===== src/rtl/somador_serial_pkg.sv =====
// Shared types and constants for the bit-serial add/subtract unit.
package somador_serial_pkg;

  typedef enum logic [1:0] {
    IDLE = 2'd0,
    RUN  = 2'd1,
    DONE = 2'd2
  } state_t;

  localparam logic OP_ADD = 1'b0;
  localparam logic OP_SUB = 1'b1;

endpackage


===== src/rtl/somador_serial_celula.sv =====
// One-bit full-adder cell; B is inverted when sel is set so the same cell serves subtraction.
module somador_serial_celula (
  input  logic a,
  input  logic b,
  input  logic cin,
  input  logic sel,
  output logic r,
  output logic cout
);

  logic be;

  always_comb begin
    be   = b ^ sel;
    r    = a ^ be ^ cin;
    cout = (a & be) | (a & cin) | (be & cin);
  end

endmodule


===== src/rtl/somador_serial.sv =====
// Bit-serial A+B / A-B unit, LSB first, one bit per clock with a start/done handshake.
// Optional overflow/zero flags are compiled in with SOMADOR_SERIAL_FLAGS_EN.
module somador_serial
  import somador_serial_pkg::*;
#(
  parameter int WIDTH = 8
) (
  input  logic             clk,
  input  logic             rst,
  input  logic             start,
  input  logic             op,
  input  logic [WIDTH-1:0] a,
  input  logic [WIDTH-1:0] b,
  output logic             busy,
  output logic             done,
  output logic [WIDTH-1:0] result,
  output logic             carry_out,
  output logic             overflow,
  output logic             zero
);

  localparam int CW = $clog2(WIDTH);
  localparam logic [CW-1:0] CNT_LAST = CW'(WIDTH - 1);

  state_t           state_reg, state_next;
  logic [WIDTH-1:0] a_sh_reg, b_sh_reg, res_sh_reg;
  logic [CW-1:0]    cnt_reg;
  logic             op_reg;
  logic             carry_reg;
  logic [WIDTH-1:0] result_reg;
  logic             carry_out_reg;
  logic             cell_r, cell_cout;
  logic             last_bit;
  logic [WIDTH-1:0] res_word;

  somador_serial_celula u_celula (
    .a    (a_sh_reg[0]),
    .b    (b_sh_reg[0]),
    .cin  (carry_reg),
    .sel  (op_reg),
    .r    (cell_r),
    .cout (cell_cout)
  );

  assign last_bit = (cnt_reg == CNT_LAST);
  assign res_word = {cell_r, res_sh_reg[WIDTH-1:1]};

  always_comb begin
    state_next = state_reg;
    case (state_reg)
      IDLE:    if (start) state_next = RUN;
      RUN:     if (last_bit) state_next = DONE;
      DONE:    state_next = IDLE;
      default: state_next = IDLE;
    endcase
  end

  always_ff @(posedge clk) begin
    if (rst) state_reg <= IDLE;
    else     state_reg <= state_next;
  end

  // Result and carry are latched on the MSB edge so they appear together with done.
  always_ff @(posedge clk) begin
    if (rst) begin
      a_sh_reg      <= '0;
      b_sh_reg      <= '0;
      res_sh_reg    <= '0;
      cnt_reg       <= '0;
      op_reg        <= OP_ADD;
      carry_reg     <= 1'b0;
      result_reg    <= '0;
      carry_out_reg <= 1'b0;
    end else begin
      case (state_reg)
        IDLE: if (start) begin
          a_sh_reg  <= a;
          b_sh_reg  <= b;
          op_reg    <= op;
          carry_reg <= (op == OP_SUB);
          cnt_reg   <= '0;
        end
        RUN: begin
          carry_reg  <= cell_cout;
          a_sh_reg   <= {1'b0, a_sh_reg[WIDTH-1:1]};
          b_sh_reg   <= {1'b0, b_sh_reg[WIDTH-1:1]};
          res_sh_reg <= res_word;
          cnt_reg    <= cnt_reg + 1'b1;
          if (last_bit) begin
            result_reg    <= res_word;
            carry_out_reg <= cell_cout;
          end
        end
        default: ;
      endcase
    end
  end

`ifdef SOMADOR_SERIAL_FLAGS_EN
  logic c_msb_in;
  logic overflow_reg, zero_reg;

  // During the MSB cycle carry_reg is exactly the carry entering the sign bit.
  assign c_msb_in = carry_reg;

  always_ff @(posedge clk) begin
    if (rst) begin
      overflow_reg <= 1'b0;
      zero_reg     <= 1'b0;
    end else if (state_reg == RUN && last_bit) begin
      overflow_reg <= c_msb_in ^ cell_cout;
      zero_reg     <= (res_word == '0);
    end
  end

  assign overflow = overflow_reg;
  assign zero     = zero_reg;
`else
  assign overflow = 1'b0;
  assign zero     = 1'b0;
`endif

  assign busy      = (state_reg != IDLE);
  assign done      = (state_reg == DONE);
  assign result    = result_reg;
  assign carry_out = carry_out_reg;

endmodule


===== config.mk =====
export PLATFORM = sky130hd
export DESIGN_NAME = somador_serial
export DESIGN_NICKNAME = d
export VERILOG_FILES = /design/src/rtl/somador_serial_pkg.sv /design/src/rtl/somador_serial_celula.sv /design/src/rtl/somador_serial.sv
export SDC_FILE = /design/constraint.sdc
export NUM_CORES = 1
export LEC_CHECK = 0
export BUFFER_PORTS_ARGS = -buffer_cell sky130_fd_sc_hd__buf_4
export CORE_MARGIN = 2
export CORE_UTILIZATION = 48
export DETAILED_ROUTE_END_ITERATION = 16
export GPL_ROUTABILITY_DRIVEN = 0
export PLACE_DENSITY = 0.83
export REMOVE_ABC_BUFFERS = 1
export SLEW_MARGIN = 20
export SYNTH_ARGS = -nofsm -noshare
export SYNTH_HDL_FRONTEND = slang
export SYNTH_SLANG_ARGS = --single-unit

===== constraint.sdc =====
create_clock -name clk -period 1.36 [get_ports clk]
set_input_delay 0 -clock clk [delete_from_list [all_inputs] [get_ports clk]]
set_output_delay 0 -clock clk [all_outputs]
set_load 0.02 [all_outputs]

Yosys cells after proc, flatten, opt, wreduce, memory -nomap -nowiden

Index checks and enable logic that the tools add are counted.

$add $sub $neg: 1
Reduce and logical (&&, ||, !) cells: 7
Mux-type cells: 11
Bitwise gates (word level): 8
Equality and inequality tests: 5

Operators by type and width:

| operator                                            | count |
|---|---|
| one-hot mux 8 bit (2 select lines)                  | 2 |
| two-way mux 8 bit                                   | 2 |
| AND reduction 2 bit                                 | 4 |
| one-hot mux 3 bit (2 select lines)                  | 1 |
| two-way mux 2 bit                                   | 2 |
| inequality test 2 bit, second input constant        | 2 |
| one-hot mux 2 bit (2 select lines)                  | 1 |
| nonzero test 2 bit                                  | 2 |
| adder 3 x 1 -> 3 bit, second input constant         | 1 |
| AND 1 bit                                           | 3 |
| equality test 3 bit, second input constant          | 1 |
| two-way mux 3 bit                                   | 1 |
| XOR 1 bit                                           | 3 |
| equality test 2 x 1 -> 1 bit, second input constant | 1 |
| equality test 2 bit, second input constant          | 1 |
| logical NOT 2 bit                                   | 1 |
| OR 1 bit                                            | 2 |
| one-hot mux 1 bit (2 select lines)                  | 1 |
| two-way mux 1 bit                                   | 1 |

Output and inout bits: 13
Logic and storage cells: 41
Input bits: 20
Register bits: 40

Depth between registers and ports, before layout

Gate-level depths: netlist (run 1).

Depth after elaboration: 5
Gate-level depth with buffers: 6
Mapped depth without buffers: 5

Modules after synthesis

A second synthesis (run 1) with hierarchy kept.

Cells, all modules: 186
Area total of the unflattened synthesis: 1785.5 sq um

Modules (own cells, without submodules):

| module                | area each (sq um) | cells an instance | instances | sequential area each (sq um) |
|---|---|---|---|---|
| somador_serial        | 1741.7            | 180               | 1         | 780.7 |
| somador_serial_celula | 43.8              | 6                 | 1         | 0.0 |

Worst setup path after synthesis (run 1)

OpenSTA, ideal clock, no wires.

Path kind: flip-flop to flip-flop
Start point: register cnt_reg[0]
End point: register carry_out_reg (netlist: carry_out)
Period minus slack after synthesis: 1.302 ns
Data arrival time: 1.215 ns
Setup time: 0.087 ns
Stages on the path, launching flop included: 6
Buffers on the path: 1
Path slack: 0.058 ns
Data required time: 1.273 ns
Cell sequence: dfxtp_1 > ha_1 > ha_1 > and3b_1 > buf_4 > a211oi_1

Cells in the longest elaborated chain, start to end: 2

RTL lines:

| item                          | RTL line             | text |
|---|---|---|
| start: declaration            | somador_serial.sv:27 | `logic [CW-1:0] cnt_reg;` |
| start signal: assignment      | somador_serial.sv:88 | `cnt_reg <= cnt_reg + 1'b1;` |
| equality test 3 bit           | somador_serial.sv:45 | `assign last_bit = (cnt_reg == CNT_LAST);` |
| AND reduction 2 bit (no line) | n/a                  |  |
| end signal: assignment        | somador_serial.sv:91 | `carry_out_reg <= cell_cout;` |
| end: declaration              | somador_serial.sv:31 | `logic carry_out_reg;` |

No other way between the ends.
A chain may end at the register's enable or synchronous reset.

Worst setup path after layout (run 1)

Start point: register carry_reg
End point: register carry_reg

Cells in the longest elaborated chain, start to end: 4
Elaborated cells between the ends (all ways): 5
Those cells by class: mux (1); bitwise (4)

RTL lines:

| item                                 | RTL line                    | text |
|---|---|---|
| start: declaration                   | somador_serial.sv:29        | `logic carry_reg;` |
| start signal: assignment             | somador_serial.sv:80        | `carry_reg <= (op == OP_SUB);` |
| start signal: assignment             | somador_serial.sv:84        | `carry_reg <= cell_cout;` |
| AND 1 bit                            | somador_serial_celula.sv:16 | `cout = (a & be) \| (a & cin) \| (be & cin);` |
| OR 1 bit                             | somador_serial_celula.sv:16 |  |
| OR 1 bit *                           | somador_serial_celula.sv:16 |  |
| one-hot mux 1 bit (2 select lines) * | somador_serial.sv:75        | `case (state_reg)` |

Every way passes the cells marked *; elsewhere a longest branch is shown, timed or not.

==> results of run 1 <==
==> area by class of cell <==
cell class / count / area, um^2
clock buffers: 6 / 41.29
clock inverters: 2 / 12.51
fillers: 291 / 1229
inverters: 3 / 11.26
multi-input cells: 122 / 832.0
flip-flops and latches: 39 / 787.0
well taps: 46 / 57.56
repair buffers: 46 / 392.9
==> kinds of logic after synthesis <==
| logic type | after synthesis | share of synthesized area (%) |
|---|---|---|
| buffers and inverters | 18 | 7.268 |
| XOR/XNOR | 1 | 0.5140 |
| adder cells (fa/ha/maj) | 3 | 2.643 |
| other | 1 | 0.2201 |
| AND/OR/NAND/NOR | 60 | 15.05 |
| multiplexers | 16 | 9.398 |
| flip-flops | 39 | 45.82 |
| AO/OA/AOI/OAI | 39 | 19.09 |
==> placed cells by master (no fill, tap or decap), types with 2 or more instances in the layout <==
| master | count |
|---|---|
| inv_1 | 3 |
| dfxtp_1 | 36 |
| a21oi_1 | 14 |
| mux2i_1 | 16 |
| buf_4 | 35 |
| conb_1 | 2 |
| nand2_1 | 27 |
| a211oi_2 | 11 |
| nor2b_1 | 2 |
| clkbuf_4 | 5 |
| buf_12 | 2 |
| dlygate4sd3_1 | 9 |
| a22oi_1 | 3 |
| nor2_1 | 25 |
| a211oi_1 | 7 |
| dfxtp_2 | 2 |
==> per-layer routing <==
metal  vias up  GRT usage (%)  routed length, um
met5         -              0                  0
met4         0          8.152                 89
met3        11          5.357                158
met2        40          26.58               1615
met1       639          21.85               1556
li1        687              -                  -
==> how the worst min path moves through the flow <==
| stage | slack (ps) | cells after the start | to | start |
|---|---|---|---|---|
| global placement | 240 | 3 | a_sh_reg[7] | a[7] |
| detailed placement | 250 | 3 | a_sh_reg[7] | a[7] |
| finish | 20 | 3 | a_sh_reg[3] | a[3] |
| floorplan | 60 | 1 | a_sh_reg[0] | rst |
| global route | 20 | 3 | a_sh_reg[3] | a[3] |
| CTS | 10 | 3 | a_sh_reg[4] | a[4] |
==> power by group <==
group          leakage, nW  switching (mW)  internal (mW)
Sequential           0.321          0.0353           1.20
Combinational        0.507           0.165          0.174
Clock               0.0282           0.384          0.199
Total                0.855           0.585           1.57
==> what timing repair did <==
item / in CTS / in global routing
buffers inserted: 0 / 1
hold buffers: 7 / 2
endpoints found under the hold margin: 7 / 2
pin swaps: 0 / 2
setup endpoints to repair: 5 / 27
resized for setup: 1 / 8
gates cloned: 0 / 1
==> metrics by stage <==
step	instances	hold slack, ps
3_5_place_dp	245	250.3
2_1_floorplan	163	64.65
4_1_cts	260	14.60
3_3_place_gp	245	240.9
6_report	264	15.22
5_1_grt	264	22.73
==> worst reg2reg max path, delay by kind of cell, from the launching register on <==
kind	cells	cell delay, ps
AO/OA/AOI/OAI	1	300
adder cells (fa/ha/maj)	1	480
buffers and inverters	1	80
flip-flops	1	390
==> flow_summary.json, run 1 <==
{
  "synth_edf_count": 0,
  "ios": 33,
  "crit_family": "adder cells",
  "numClockSinks": 39,
  "cts_tree": "built",
  "synth_top_area_cell": "dfxtp_1",
  "path_depth": 3,
  "critPathMaxStageDelay_ps": 480,
  "ant_nets": 0,
  "first_pass_iters": 4,
  "hp-class": "in2reg",
  "die_h_um": 63.59,
  "endpoint": "carry_reg",
  "min_period_ps": 1340,
  "placed_area_mm2": 0.001948,
  "power_mw": 2.155,
  "final_area_mm2": 0.002135,
  "grt_pass1_vias": 1186,
  "synthTopCellsByCount": "dfxtp_1 (39), nand2_1 (27), nor2_1 (25), mux2i_1 (16), a21oi_1 (14)",
  "rows": 21,
  "routed_wl_mm": 3.419,
  "synth_cell_types": 28,
  "ys_async_sr_fraction_pct": 0,
  "ir_worst_vdd_mv": 0.6493,
  "criticalPathCategory": "reg2reg",
  "htree_levels": 2,
  "final_nets": 240,
  "setup_viol": 0,
  "synthesis.area_mm2": 0.001704,
  "grt_max_degree": 40,
  "period_share_pct": 98.53,
  "synth.top_cell.area_share_pct": 45.81,
  "yosys.cell_count.top_type": "dfxtp_1",
  "finalSetupTns_ps": 0,
  "die_x_um": 63.59,
  "path_max_fanout": 2,
  "hpwlAfterDp_mm": 2.156,
  "yosys_most_used_dff": "dfxtp_1",
  "start_util_pct": 50.67,
  "power.density_mw_per_mm2": 1010,
  "syn_area_per_cell_um2": 9.628,
  "area_growth_pct": 25.26,
  "cp-startpoint": "carry_reg",
  "drc": 0,
  "drtIter0Drc": 72,
  "p_leak_nw": 0.8555,
  "hold_viol_final": 0,
  "crit_path_cell_trace": "inv_1 > fa_1 > a2111oi_2",
  "r2r-start": "carry_reg",
  "cts_buffer_depth": 2,
  "slew_violations": 0,
  "final_core_util_pct": 63.47,
  "ff2ff_path_depth": 3,
  "crit_required_ps": 1620,
  "insertion_delay_ps": 350,
  "vias_per_cell": 5.216,
  "arrival_ps": 1600,
  "wire_per_inst_um": 12.95,
  "slowest_stage": "fa_1",
  "fin_ws_ps": 19.95,
  "status": "complete, no violations",
  "cts-root-buf": "clkbuf_4",
  "vias": 1377,
  "antenna_found_initial": 0,
  "core_mm2": 0.003363,
  "gr-total-overflow": 0,
  "crit_path_start_kind": "flop",
  "cts-buffers-inserted": 5,
  "grt_pass1_wl_mm": 5.319,
  "design.die.area_mm2": 0.004043,
  "netlist_instances": 177,
  "r2r_end": "carry_reg",
  "max_cap_violations": 0,
  "rrSetupSlack_ps": 20,
  "synth_warnings": 0,
  "ys_seq_area_share_pct": 45.81,
  "synth_area_leaders": "dfxtp_1 (46%), mux2i_1 (9.4%), a211oi_2 (7.3%)",
  "skew_ps": 5.244,
  "clk_pin_slew_worst_paths_ps": 110,
  "max_clock_freq_ghz": 0.7462,
  "drive_gt1_share_pct": 30.28,
  "yosys_register_bits": 39,
  "grt_use_total_pct": 17.24,
  "cp_num_buf_inv": 1,
  "critPathCaptureType": "flop",
  "dp_slack_ps": -40.09,
  "diodes": 0,
  "port_buffers": 30
}
Note: power is estimated with default switching activity, not from simulation.
==> run 2: changes to the inputs <==
Settings changed: CORE_UTILIZATION 48 to 47, PLACE_DENSITY 0.83 to 0.81.
==> run 2 against run 1 <==
Against the previous run: clock skew up 11 ps; routed wire length down 0.23%; die area increased by 2.0%; critical path depth is 4 higher; utilization up 0.85 points; hold slack worse by 18 ps; global-route usage is 0.079 points higher; the flow now finishes with violations (hold timing); cell area increased by 2.9%; combinational power barely moved; register-to-register slack better by 40 ps.
==> flow_summary.json, run 2 (synthesis results as in run 1) <==
{
  "path_max_fanout": 8,
  "p_int_mw": 1.573,
  "crit_path_start_kind": "flop",
  "p_comb_share_pct": 15.6,
  "finalSetupTns_ps": 0,
  "power.switching_mw": 0.5886,
  "final_cells": 270,
  "ir_worst_vdd_mv": 0.6392,
  "regArea_um2": 785.8,
  "crit_path_cell_trace": "ha_4 > ha_4 > buf_4 > nand3b_1 > buf_12 > buf_4 > nor2_1",
  "cp_num_buf_inv": 3,
  "swShare_pct": 27.24,
  "p_leak_nw": 0.8802,
  "dp.cells": 249,
  "crit_family": "flip-flops",
  "critPathCaptureType": "flop",
  "drive_gt1_share_pct": 34.82,
  "grt_max_degree": 40,
  "ios": 33,
  "max_cap_violations": 0,
  "setup_viol": 0,
  "min_period_ps": 1296,
  "die_x_um": 64.22,
  "final_core_util_pct": 64.32,
  "routed_wl_mm": 3.411,
  "wire_per_inst_um": 12.63,
  "design.die.area_mm2": 0.004124,
  "core_mm2": 0.003416,
  "first_pass_iters": 4,
  "power.density_mw_per_mm2": 983.6,
  "rows": 21,
  "slowest_stage": "dfxtp_2",
  "insertion_delay_ps": 350,
  "endpoint": "state_reg[1]",
  "htree_levels": 2,
  "skew_ps": 16.38,
  "gr-total-overflow": 0,
  "cts-root-buf": "clkbuf_4",
  "vias": 1405,
  "critPathMaxStageDelay_ps": 360,
  "clk_pin_slew_worst_paths_ps": 120,
  "vias_per_cell": 5.204,
  "criticalPathCategory": "reg2reg",
  "grt_pass1_wl_mm": 5.547,
  "pwr-share-seq_pct": 57.1,
  "cts_buffer_depth": 2,
  "status": "finished with violations",
  "path_depth": 7,
  "ff2ff_path_depth": 7,
  "grt_use_total_pct": 17.32,
  "drtIter0Drc": 65,
  "diodes": 0,
  "die_h_um": 64.22,
  "final_cell_mix": "buf_4 (43), dfxtp_1 (35), nor2_1 (25), nand2_1 (25), mux2i_1 (16)",
  "numClockSinks": 39,
  "slew_violations": 0,
  "crit_required_ps": 1600,
  "port_buffers": 30,
  "hold_viol_final": 1,
  "cts-buffers-inserted": 5,
  "hp-class": "in2reg",
  "rsz0062_at_grt": "false",
  "multi_input_area_um2": 855.8,
  "start_util_pct": 49.89,
  "hpwlAfterDp_mm": 2.166,
  "mostFrequentLayoutCell": "buf_4",
  "r2r_end": "state_reg[1]",
  "arrival_ps": 1540,
  "period_share_pct": 95.27,
  "grt_pass1_vias": 1315,
  "final_nets": 246,
  "hold_ws_ps": -2.869,
  "drc": 0,
  "max_clock_freq_ghz": 0.7718,
  "ant_nets": 0,
  "rrSetupSlack_ps": 60,
  "cts_tree": "built",
  "clkPwrFrac_pct": 27.3,
  "r2r-start": "cnt_reg[0]",
  "fill_cells": 273,
  "violations": "hold timing",
  "cp-startpoint": "cnt_reg[0]",
  "antenna_found_initial": 0,
  "area_growth_pct": 28.93
}
[run 2: cell types whose count changed in the layout (fill, tap and decap cells not counted), sizes merged]
cell | before | now
buf | 37 | 45
dlygate4sd3 | 9 | 7
[run 2: power by group through the flow]
stage | Sequential, mW | Combinational (mW) | Clock, mW
after floorplan | 1.26 | 0.173 | 0
after global placement | 1.26 | 0.304 | 0
after detailed placement | 1.26 | 0.310 | 0
after CTS | 1.23 | 0.322 | 0.595
after global routing | 1.24 | 0.369 | 0.663
final | 1.23 | 0.337 | 0.590
[run 2: metal layers]
metal  up-vias  GRT usage [%]  share of wire [%]
met5         -              0                  0
met4         0          10.11                2.3
met3        11          4.401                3.8
met2        36          27.99                 46
met1       662          20.73                 48
li1        696              -                  -
[run 2: worst min path at each step]
| stage | from | to | slack, ps | cells after the start |
|---|---|---|---|---|
| global placement | a[7] | a_sh_reg[7] | 240 | 3 |
| CTS | a[5] | a_sh_reg[5] | 4 | 3 |
| floorplan | rst | a_sh_reg[0] | 60 | 1 |
| finish | a[5] | a_sh_reg[5] | -3 | 3 |
| detailed placement | a[7] | a_sh_reg[7] | 250 | 3 |
| global route | a[5] | a_sh_reg[5] | 6 | 3 |
[run 2: area by class of cell]
cell class	instances	area share (%)
Timing Repair Buffer	52	19.70
Clock inverter	2	0.5695
Sequential cell	39	35.76
Inverter	3	0.5125
Clock buffer	6	1.879
Tap cell	46	2.620
Multi-Input combinational cell	122	38.95
[run 2: repair_timing]
item | CTS | global route
pin swaps | 0 | 7
gates cloned | 0 | 1
endpoints found under the setup margin | 9 | 17
endpoints found under the hold margin | 5 | 2
hold buffers | 5 | 2
gates resized for setup | 1 | 13
setup buffers | 1 | 4
[run 2: stage by stage]
stage	hold slack, ps	setup WS, ps	area [um^2]	total power [mW]
global route	6.206	9.729	2197	2.275
floorplan	64.65	-468.5	1595	1.433
finish	-2.869	64.38	2197	2.161
global placement	243.9	-5.111	1966	1.559
detailed placement	249.4	-45.55	1966	1.567
CTS	4.044	0.4383	2091	2.149
[run 2: worst register-to-register path: cells and delay by family, from the launching register on]
kind,cells,cell delay (ps)
and+or+nand+nor,2,150
adders and majority gates,2,320
buffers and inverters,3,360
DFF,1,360
==> run 3: changes to the inputs <==
Settings changed: ABC_AREA set to 1, CORE_MARGIN 2 to 5.
==> run 3 against run 2 <==
Against the previous run: the run now ends clean; clock skew is 11 ps lower; critical endpoint is now res_sh_reg[7]; hold slack better by 5.0 ps; sequential share of layout area is 0.25 points lower; synthesized cell count is 56% higher; die area is 28% higher; largest power group unchanged.
==> flow_summary.json, run 3 <==
{
  "drive_gt1_share_pct": 16.77,
  "cts_tree": "built",
  "arrival_ps": 1460,
  "final_cell_mix": "nand2_1 (82), nor2_1 (62), dfxtp_1 (39)",
  "grt_use_total_pct": 14.92,
  "synth_area_leaders": "dfxtp_1 (42%), nand2_1 (17%), nor2_1 (13%)",
  "cts-buffers-inserted": 5,
  "crit_path_start_kind": "flop",
  "die_h_um": 72.56,
  "hold_viol_final": 0,
  "hpwlAfterDp_mm": 2.459,
  "final_nets": 333,
  "start_util_pct": 49.49,
  "final_area_mm2": 0.002198,
  "yosys.cell_count.top_type": "nand2_1",
  "period_share_pct": 94.12,
  "synth_warnings": 0,
  "slew_violations": 0,
  "power_mw": 2.416,
  "grt_pass1_wl_mm": 6.299,
  "syn_area_per_cell_um2": 6.664,
  "criticalPathCategory": "reg2reg",
  "synth_edf_count": 0,
  "port_buffers": 30,
  "rsz0062_at_grt": "true",
  "placed_area_mm2": 0.002081,
  "design.die.area_mm2": 0.005264,
  "synth.top_cell.area_share_pct": 42.45,
  "max_clock_freq_ghz": 0.7812,
  "status": "complete, no violations",
  "ios": 33,
  "hp-class": "in2reg",
  "area_growth_pct": 19.52,
  "vias_per_cell": 4.659,
  "crit_required_ps": 1540,
  "ys_async_sr_fraction_pct": 0,
  "numClockSinks": 39,
  "cts_buffer_depth": 2,
  "power.density_mw_per_mm2": 1099,
  "gr-total-overflow": 0,
  "fin_ws_ps": 79.91,
  "synthTopCellsByCount": "nand2_1 (82), nor2_1 (62), dfxtp_1 (39), inv_1 (28), nand3_1 (23)",
  "drtIter0Drc": 82,
  "skew_ps": 5.346,
  "yosys_register_bits": 39,
  "ant_nets": 0,
  "dp.cells": 348,
  "vias": 1668,
  "cts-root-buf": "clkbuf_8",
  "netlist_instances": 276,
  "insertion_delay_ps": 290,
  "synth_top_area_cell": "dfxtp_1",
  "path_max_fanout": 2,
  "grt_max_degree": 23,
  "critPathCaptureType": "flop",
  "ys_seq_area_share_pct": 42.45,
  "setup_viol": 0,
  "antenna_found_initial": 0,
  "core_mm2": 0.003716,
  "drc": 0,
  "p_leak_nw": 1.156,
  "dp_slack_ps": 30.67,
  "ir_worst_vdd_mv": 0.5925,
  "cts_setup_buffers": 0,
  "synth_cell_types": 20,
  "min_period_ps": 1280,
  "htree_levels": 2,
  "rrSetupSlack_ps": 80,
  "wire_per_inst_um": 9.885,
  "synthesis.area_mm2": 0.001839,
  "clk_pin_slew_worst_paths_ps": 70,
  "grt_pass1_vias": 1520,
  "diodes": 0,
  "rows": 22,
  "first_pass_iters": 4,
  "die_x_um": 72.56,
  "mostFrequentLayoutCell": "nand2_1",
  "yosys_most_used_dff": "dfxtp_1",
  "max_cap_violations": 0,
  "final_cells": 358,
  "routed_wl_mm": 3.539
}
## run 3: cell types whose count changed after synthesis, moves of 4 or more
| cell | previous run | this run |
|---|---|---|
| a211oi_1 | 8 | 0 |
| a211oi_2 | 10 | 0 |
| a21oi_1 | 14 | 6 |
| buf_4 | 4 | 8 |
| inv_1 | 3 | 28 |
| mux2i_1 | 16 | 0 |
| nand2_1 | 27 | 82 |
| nand3_1 | 0 | 23 |
| nor2_1 | 25 | 62 |
| o21ai_0 | 0 | 8 |
## run 3: final timing paths
| kind | depth (start not counted) | start | end |
|---|---|---|---|
| setup / recovery | 5 | op_reg | res_sh_reg[7] |
| hold reg to reg | 2 | a_sh_reg[7] | a_sh_reg[7] |
| setup reg to reg | 5 | op_reg | res_sh_reg[7] |
| hold / removal | 5 | b[3] | b_sh_reg[3] |
## run 3: final cells by class
cell class                 count  area [um^2]
clock inverter                 1        5.005
fill                         367         1518
tap                           48        60.06
timing repair buffer          41        315.3
multi-input combinational    192        838.3
sequential                    39        780.7
clock buffer                   6        82.58
inverter                      31        116.4
## run 3: stage by stage
step | TNS, ps | utilization (%) | hold slack (ps)
6_report | 0 | 59.16 | 2.167
3_3_place_gp | 0 | 55.99 | 220.2
3_5_place_dp | 0 | 55.99 | 219.0
5_1_grt | -207.0 | 59.16 | 13.04
4_1_cts | 0 | 59.16 | 1.239
2_1_floorplan | -107.4 | - | 69.07
## run 3: where the power goes
| group | total (mW) | leakage [nW] | internal [mW] | switching, mW |
|---|---|---|---|---|
| registers | 1.26 | 0.320 | 1.21 | 0.0421 |
| logic | 0.379 | 0.788 | 0.162 | 0.217 |
| clock network | 0.780 | 0.0470 | 0.398 | 0.382 |
| total | 2.42 | 1.16 | 1.77 | 0.641 |
## run 3: what timing repair did
action | in CTS | in global routing
resized for setup | 0 | 1
endpoints found under the setup margin | 0 | 8
hold buffers | 3 | 0
hold endpoints to repair | 6 | 0
## run 3: kinds of logic after synthesis
kind of cell,count (synthesis),synth area share (%)
simple gates,171,37.55
buf+inv,46,12.18
flops,39,42.45
compound gates,15,4.694
fa+ha+maj,3,2.449
xor+xnor,1,0.4763
other cells,1,0.2039
## run 3: critical path: stages (launching register included)
cell and delay [ps]:
dfxtp_1 320, xnor2_1 130, fa_1 480, inv_1 50, o21ai_1 120, nor2_1 60
## run 3: routing by layer
layer	GRT usage, %	vias to the layer above	share of wire [%]
li1	-	890	-
met1	18.83	738	45
met2	23.75	34	46
met3	4.294	6	6.5
met4	6.148	0	1.8
met5	0	-	0
